### config.mk
export PLATFORM = sky130hd
export DESIGN_NAME = i_decode
export DESIGN_NICKNAME = d
export VERILOG_FILES = /design/src/rtl/i_decode.sv
export SDC_FILE = /design/constraint.sdc
export NUM_CORES = 1
export LEC_CHECK = 0
export CORE_ASPECT_RATIO = 1.5
export CORE_MARGIN = 8
export CORE_UTILIZATION = 40
export DETAILED_ROUTE_END_ITERATION = 16
export GPL_TIMING_DRIVEN = 0
export PLACE_DENSITY = 0.87
export REMOVE_ABC_BUFFERS = 1
export SLEW_MARGIN = 25
export SYNTH_ARGS = -nofsm -noshare
export SYNTH_HDL_FRONTEND = slang
export SYNTH_SLANG_ARGS = --single-unit
### constraint.sdc
create_clock -name clk -period 2.31 [get_ports clk]
set_input_delay 0.3465 -clock clk [delete_from_list [all_inputs] [get_ports clk]]
set_output_delay 0.3465 -clock clk [all_outputs]
set_load 0.005 [all_outputs]
### src/rtl/i_decode.sv
// rtl/i_decode.sv - decode stage: field split, immediate/class generation, J/JAL and execute redirect
module i_decode #(
  parameter int DATA_WIDTH    = 32,
  parameter int ADDRESS_WIDTH = 32,
  parameter int CNT_WIDTH     = 32
) (
  input  logic                     clk,
  input  logic                     reset,
  input  logic                     fetch_empty,
  input  logic [DATA_WIDTH-1:0]    fetch_instruction,
  input  logic [ADDRESS_WIDTH-1:0] fetch_pc,
  output logic                     fetch_read_enable,
  output logic                     jump_branch_valid,
  output logic [ADDRESS_WIDTH-1:0] jump_branch_address,
  input  logic                     ex_redirect_valid,
  input  logic [ADDRESS_WIDTH-1:0] ex_redirect_address,
  output logic                     dec_valid,
  input  logic                     dec_ready,
  output logic [ADDRESS_WIDTH-1:0] dec_pc,
  output logic [DATA_WIDTH-1:0]    dec_instruction,
  output logic [5:0]               dec_opcode,
  output logic [4:0]               dec_rs,
  output logic [4:0]               dec_rt,
  output logic [4:0]               dec_rd,
  output logic [4:0]               dec_shamt,
  output logic [5:0]               dec_funct,
  output logic [DATA_WIDTH-1:0]    dec_imm,
  output logic                     dec_is_alu_r,
  output logic                     dec_is_alu_i,
  output logic                     dec_is_load,
  output logic                     dec_is_store,
  output logic                     dec_is_branch,
  output logic                     dec_is_jump,
  output logic                     dec_is_link,
  output logic                     dec_illegal,
  output logic [CNT_WIDTH-1:0]     instr_count,
  output logic [CNT_WIDTH-1:0]     redirect_count
);

  typedef enum logic {RUN = 1'b0, REDIRECT = 1'b1} state_t;

  state_t                   state_q, state_d;
  logic                     dec_valid_q, dec_valid_d;
  logic [ADDRESS_WIDTH-1:0] dec_pc_q, dec_pc_d;
  logic [DATA_WIDTH-1:0]    dec_instruction_q, dec_instruction_d;
  logic [DATA_WIDTH-1:0]    dec_imm_q, dec_imm_d;
  logic [7:0]               flags_q, flags_d;
  logic                     jbv_q, jbv_d;
  logic [ADDRESS_WIDTH-1:0] jba_q, jba_d;
  logic [CNT_WIDTH-1:0]     instr_count_q, instr_count_d;
  logic [CNT_WIDTH-1:0]     redirect_count_q, redirect_count_d;

  logic [5:0]               opcode;
  logic [7:0]               class_flags;
  logic [DATA_WIDTH-1:0]    imm_ext;
  logic [ADDRESS_WIDTH-1:0] jump_target;
  logic                     accept;
  logic                     handshake;

  assign accept = (state_q == RUN) && !ex_redirect_valid && !fetch_empty && (!dec_valid_q || dec_ready);
  assign handshake = dec_valid_q && dec_ready && !ex_redirect_valid;
  assign opcode = fetch_instruction[31:26];
  assign jump_target = {fetch_pc[ADDRESS_WIDTH-1:26], fetch_instruction[25:0]};

  // flag order: {alu_r, alu_i, load, store, branch, jump, link, illegal}
  always_comb begin
    class_flags = 8'b0000_0001;
    case (opcode)
      6'h00:                             class_flags = 8'b1000_0000;
      6'h02:                             class_flags = 8'b0000_0100;
      6'h03:                             class_flags = 8'b0000_0110;
      6'h04, 6'h05, 6'h06, 6'h07:        class_flags = 8'b0000_1000;
      6'h08, 6'h09, 6'h0A, 6'h0B,
      6'h0C, 6'h0D, 6'h0E, 6'h0F:        class_flags = 8'b0100_0000;
      6'h20, 6'h21, 6'h23, 6'h24, 6'h25: class_flags = 8'b0010_0000;
      6'h28, 6'h29, 6'h2B:               class_flags = 8'b0001_0000;
      default:                           class_flags = 8'b0000_0001;
    endcase
  end

  always_comb begin
    imm_ext = {{(DATA_WIDTH-16){fetch_instruction[15]}}, fetch_instruction[15:0]};
    if (opcode == 6'h0C || opcode == 6'h0D || opcode == 6'h0E)
      imm_ext = {{(DATA_WIDTH-16){1'b0}}, fetch_instruction[15:0]};
    else if (opcode == 6'h0F)
      imm_ext = {fetch_instruction[15:0], {(DATA_WIDTH-16){1'b0}}};
  end

  always_comb begin
    state_d           = RUN;
    dec_valid_d       = dec_valid_q;
    dec_pc_d          = dec_pc_q;
    dec_instruction_d = dec_instruction_q;
    dec_imm_d         = dec_imm_q;
    flags_d           = flags_q;
    jbv_d             = 1'b0;
    jba_d             = jba_q;
    // an execute redirect squashes whatever is held and wins over a local jump
    if (ex_redirect_valid) begin
      dec_valid_d = 1'b0;
      jbv_d       = 1'b1;
      jba_d       = ex_redirect_address;
      state_d     = REDIRECT;
    end else if (accept) begin
      dec_valid_d       = 1'b1;
      dec_pc_d          = fetch_pc;
      dec_instruction_d = fetch_instruction;
      dec_imm_d         = imm_ext;
      flags_d           = class_flags;
      if (class_flags[2]) begin
        jbv_d   = 1'b1;
        jba_d   = jump_target;
        state_d = REDIRECT;
      end
    end else if (handshake) begin
      dec_valid_d = 1'b0;
    end
    instr_count_d    = handshake ? instr_count_q + CNT_WIDTH'(1) : instr_count_q;
    redirect_count_d = jbv_q ? redirect_count_q + CNT_WIDTH'(1) : redirect_count_q;
  end

  always_ff @(posedge clk) begin
    if (reset) begin
      state_q           <= RUN;
      dec_valid_q       <= 1'b0;
      dec_pc_q          <= '0;
      dec_instruction_q <= '0;
      dec_imm_q         <= '0;
      flags_q           <= '0;
      jbv_q             <= 1'b0;
      jba_q             <= '0;
      instr_count_q     <= '0;
      redirect_count_q  <= '0;
    end else begin
      state_q           <= state_d;
      dec_valid_q       <= dec_valid_d;
      dec_pc_q          <= dec_pc_d;
      dec_instruction_q <= dec_instruction_d;
      dec_imm_q         <= dec_imm_d;
      flags_q           <= flags_d;
      jbv_q             <= jbv_d;
      jba_q             <= jba_d;
      instr_count_q     <= instr_count_d;
      redirect_count_q  <= redirect_count_d;
    end
  end

  assign fetch_read_enable   = accept;
  assign jump_branch_valid   = jbv_q;
  assign jump_branch_address = jba_q;
  assign dec_valid           = dec_valid_q;
  assign dec_pc              = dec_pc_q;
  assign dec_instruction     = dec_instruction_q;
  assign dec_opcode          = dec_instruction_q[31:26];
  assign dec_rs              = dec_instruction_q[25:21];
  assign dec_rt              = dec_instruction_q[20:16];
  assign dec_rd              = dec_instruction_q[15:11];
  assign dec_shamt           = dec_instruction_q[10:6];
  assign dec_funct           = dec_instruction_q[5:0];
  assign dec_imm             = dec_imm_q;
  assign dec_is_alu_r        = flags_q[7];
  assign dec_is_alu_i        = flags_q[6];
  assign dec_is_load         = flags_q[5];
  assign dec_is_store        = flags_q[4];
  assign dec_is_branch       = flags_q[3];
  assign dec_is_jump         = flags_q[2];
  assign dec_is_link         = flags_q[1];
  assign dec_illegal         = flags_q[0];
  assign instr_count         = instr_count_q;
  assign redirect_count      = redirect_count_q;

endmodule

==> load_flow_metrics.sql <==
INSERT INTO impl_metrics (metric_group, metric, value, unit) VALUES
('run_status', 'run_status', 'completed', ''),
('finish', 'final_common_cell', 'clkdlybuf4s50_1', ''),
('finish', 'diodes', '0', ''),
('place', 'buffer_ports.inserted', '335', ''),
('clock_tree', 'hold_buffers', '0', ''),
('sta', 'fin_crit', '2.17', 'ns'),
('sta', 'max_clock_freq', '462', 'MHz'),
('sta', 'timing.slew.headroom', '48.4', '%'),
('finish', 'layoutNonFillerInstCount', '1614', ''),
('synthesis', 'synth.cell_area', '8500', 'um2'),
('synthesis', 'ys_top_cells_by_area', 'dfxtp_1, nand2_1, a21oi_1, nor2_1, a311oi_1', ''),
('global_routing', 'grt_pass1_vias', '8881', ''),
('place', 'post_dp_cell_area', '11800', 'um2'),
('floorplanning', 'die_area', '26300', 'um2'),
('sta', 'skew', '0.00751', 'ns'),
('detailed_routing', 'antenna_left', '0', ''),
('power', 'fin_total_pwr', '7.93', 'mW'),
('global_routing', 'top_usage_layer', 'met2', ''),
('global_routing', 'grtUsageMet1', '25.4', '%'),
('synthesis', 'synth-seq-cells', '202', ''),
('sta', 'final_tns_setup', '0', 'ns'),
('critical_path', 'crit_path_end_kind', 'flop', ''),
('synthesis', 'synth.distinct_cells', '44', ''),
('power', 'ir_drop', '0.000548', 'V'),
('global_routing', 'pin_count_of_the_biggest_net_entering_global_routing', '109', ''),
('place', 'dp_slack', '-1.84', 'ns'),
('sta', 'setup_viol_count_final', '0', ''),
('sta', 'maxSlewViolCount', '0', ''),
('detailed_routing', 'detail_route.iter0.violations', '506', ''),
('floorplanning', 'initial_utilization', '40.5', '%'),
('global_routing', 'grt_use_met2', '39.8', '%'),
('synthesis', 'yosys_warnings', '0', ''),
('global_routing', 'grt_use_met3', '6.43', '%'),
('finish', 'finish.net_count', '1437', ''),
('floorplanning', 'design.core.area', '21000', 'um2'),
('place', 'dp_hpwl', '20800', 'um'),
('critical_path', 'timing.critical_path.arrival', '2.56', 'ns'),
('finish', 'stdcell_area', '12700', 'um2'),
('clock_tree', 'cts_buffers', '21', ''),
('clock_tree', 'ctsRootBufferMaster', 'clkbuf_16', ''),
('clock_tree', 'cts.htree.levels', '1', ''),
('sta', 'final_min_period_over_clock_period', '93.8', '%'),
('detailed_routing', 'drc', '0', ''),
('place', 'placed_cells', '1564', ''),
('synthesis', 'synth-seq-area-share', '47.6', '%'),
('finish', 'post_route_cells_drive_above_1_share', '5.05', '%'),
('detailed_routing', 'route.final.wire_length', '31400', 'um'),
('synthesis', 'syn_avg_cell_area', '8.03', 'um2'),
('critical_path', 'critPathKind', 'primary input to flop', ''),
('synthesis', 'synth_top_cell_by_area', 'dfxtp_1', ''),
('critical_path', 'crit_required', '2.71', 'ns'),
('detailed_routing', 'detail_route.wl_per_cell', '19.4', 'um'),
('floorplanning', 'chip_width', '135', 'um'),
('sta', 'post-route-worst-setup-slack', '0.144', 'ns'),
('sta', 'unrepaired_setup_endpoints_after_global_routing', 'true', ''),
('finish', 'layout_common_cells', 'clkdlybuf4s50_1, nand2_1, dfxtp_1, a21oi_1, nor2_1', ''),
('floorplanning', 'core.rowCount', '65', ''),
('critical_path', 'crit_path_max_fanout', '24', ''),
('clock_tree', 'tritoncts', 'built', ''),
('global_routing', 'gr-total-overflow', '0', ''),
('critical_path', 'timing.critical_path.from_type', 'primary input', ''),
('floorplanning', 'floorplan.die.height', '195', 'um'),
('place', 'globalplace.congestion', '0.811', ''),
('power', 'power_density', '627', 'nW/um2'),
('detailed_routing', 'drt_pass1_iterations', '5', ''),
('finish', 'area_growth', '48.9', '%'),
('detailed_routing', 'vias_per_cell', '5.50', ''),
('floorplanning', 'io_pins', '336', ''),
('clock_tree', 'worstSkewPairLatency', '0.49', 'ns'),
('clock_tree', 'clkSinkCount', '202', ''),
('synthesis', 'netlist_instances', '1059', '');
[cell usage after synthesis (all sizes together), types with 3 or more instances]
master,count
or4b,3
or3,15
xor2,12
and2,4
nand3,19
nor2,78
a22oi,17
nor3,20
inv,23
a311oi,33
and4,11
dfxtp,202
nand2,240
buf,45
clkbuf,58
nand4,27
or4,27
a21oi,129
xnor2,8
o21ai,33
o31ai,23
and3,9
[layout make-up]
type	count	area [um2]
clock buffer	34	634
clock inverter	1	30.0
fill	1743	8320
inverter	23	105
multi-input combinational	734	3940
sequential	202	4050
tap	268	335
timing repair buffer	350	3550
timing repair inverter	2	17.5
[repair_timing]
| item | 4_1_cts | 5_1_grt |
|---|---|---|
| endpoints found under the hold margin | 0 | 0 |
| setup endpoints to repair | 142 | 31 |
| pin swaps | 4 | 0 |
| cloned | 6 | 0 |
| buffers inserted | 9 | 0 |
| gates resized for setup | 16 | 4 |
[layer usage]
layer	up-vias	wire, um
met5	-	0
met4	0	851
met3	59	2820
met2	389	15800
met1	4203	11900
li1	4231	-
[critical path, cell delays in order]
cell and delay [ns]:
clkdlybuf4s50_1 0.46, nor3_4 0.32, buf_4 0.20, buf_4 0.14, buf_4 0.14, and4_4 0.34, buf_12 0.22, nand2_1 0.12
a311oi_1 0.26
[power breakdown]
group          switching, mW  total, mW  internal, mW  leakage (nW)
clock network           1.36       3.33          1.97         0.324
logic                  0.425      0.924         0.499          2.36
registers             0.0776       3.68          3.60          1.65
[cell families (layout without fill, tap and decap cells)]
family          after synthesis  after routing  synth area share [%]
simple gates                464            467                  25.5
compound gates              242            242                  17.2
flops                       202            202                  47.6
buf+inv                     126            410                  7.09
xor+xnor                     20             20                  2.06
mux                           3              3                 0.368
fa+ha+maj                     2              2                 0.294
[state kept, by name (all words and copies together), names as in the netlist, 8 cells and up]
signal	flops
flags_q	8
dec_pc	32
jump_branch_address	32
redirect_count	32
instr_count	32
dec_instruction	32
dec_imm	32
[path summary, 6_finish.rpt]
check                           cells past startpoint                      end            from  slack, ns
worst min register to register                      2               flags_q[3]      flags_q[3]       0.45
worst max register to register                      4          instr_count[13]  instr_count[2]       0.14
worst max-delay path                                9  jump_branch_address[12]     fetch_empty       0.14
worst min-delay path                                2       redirect_count[10]           reset       0.30
(Power assumes the default switching activity.)
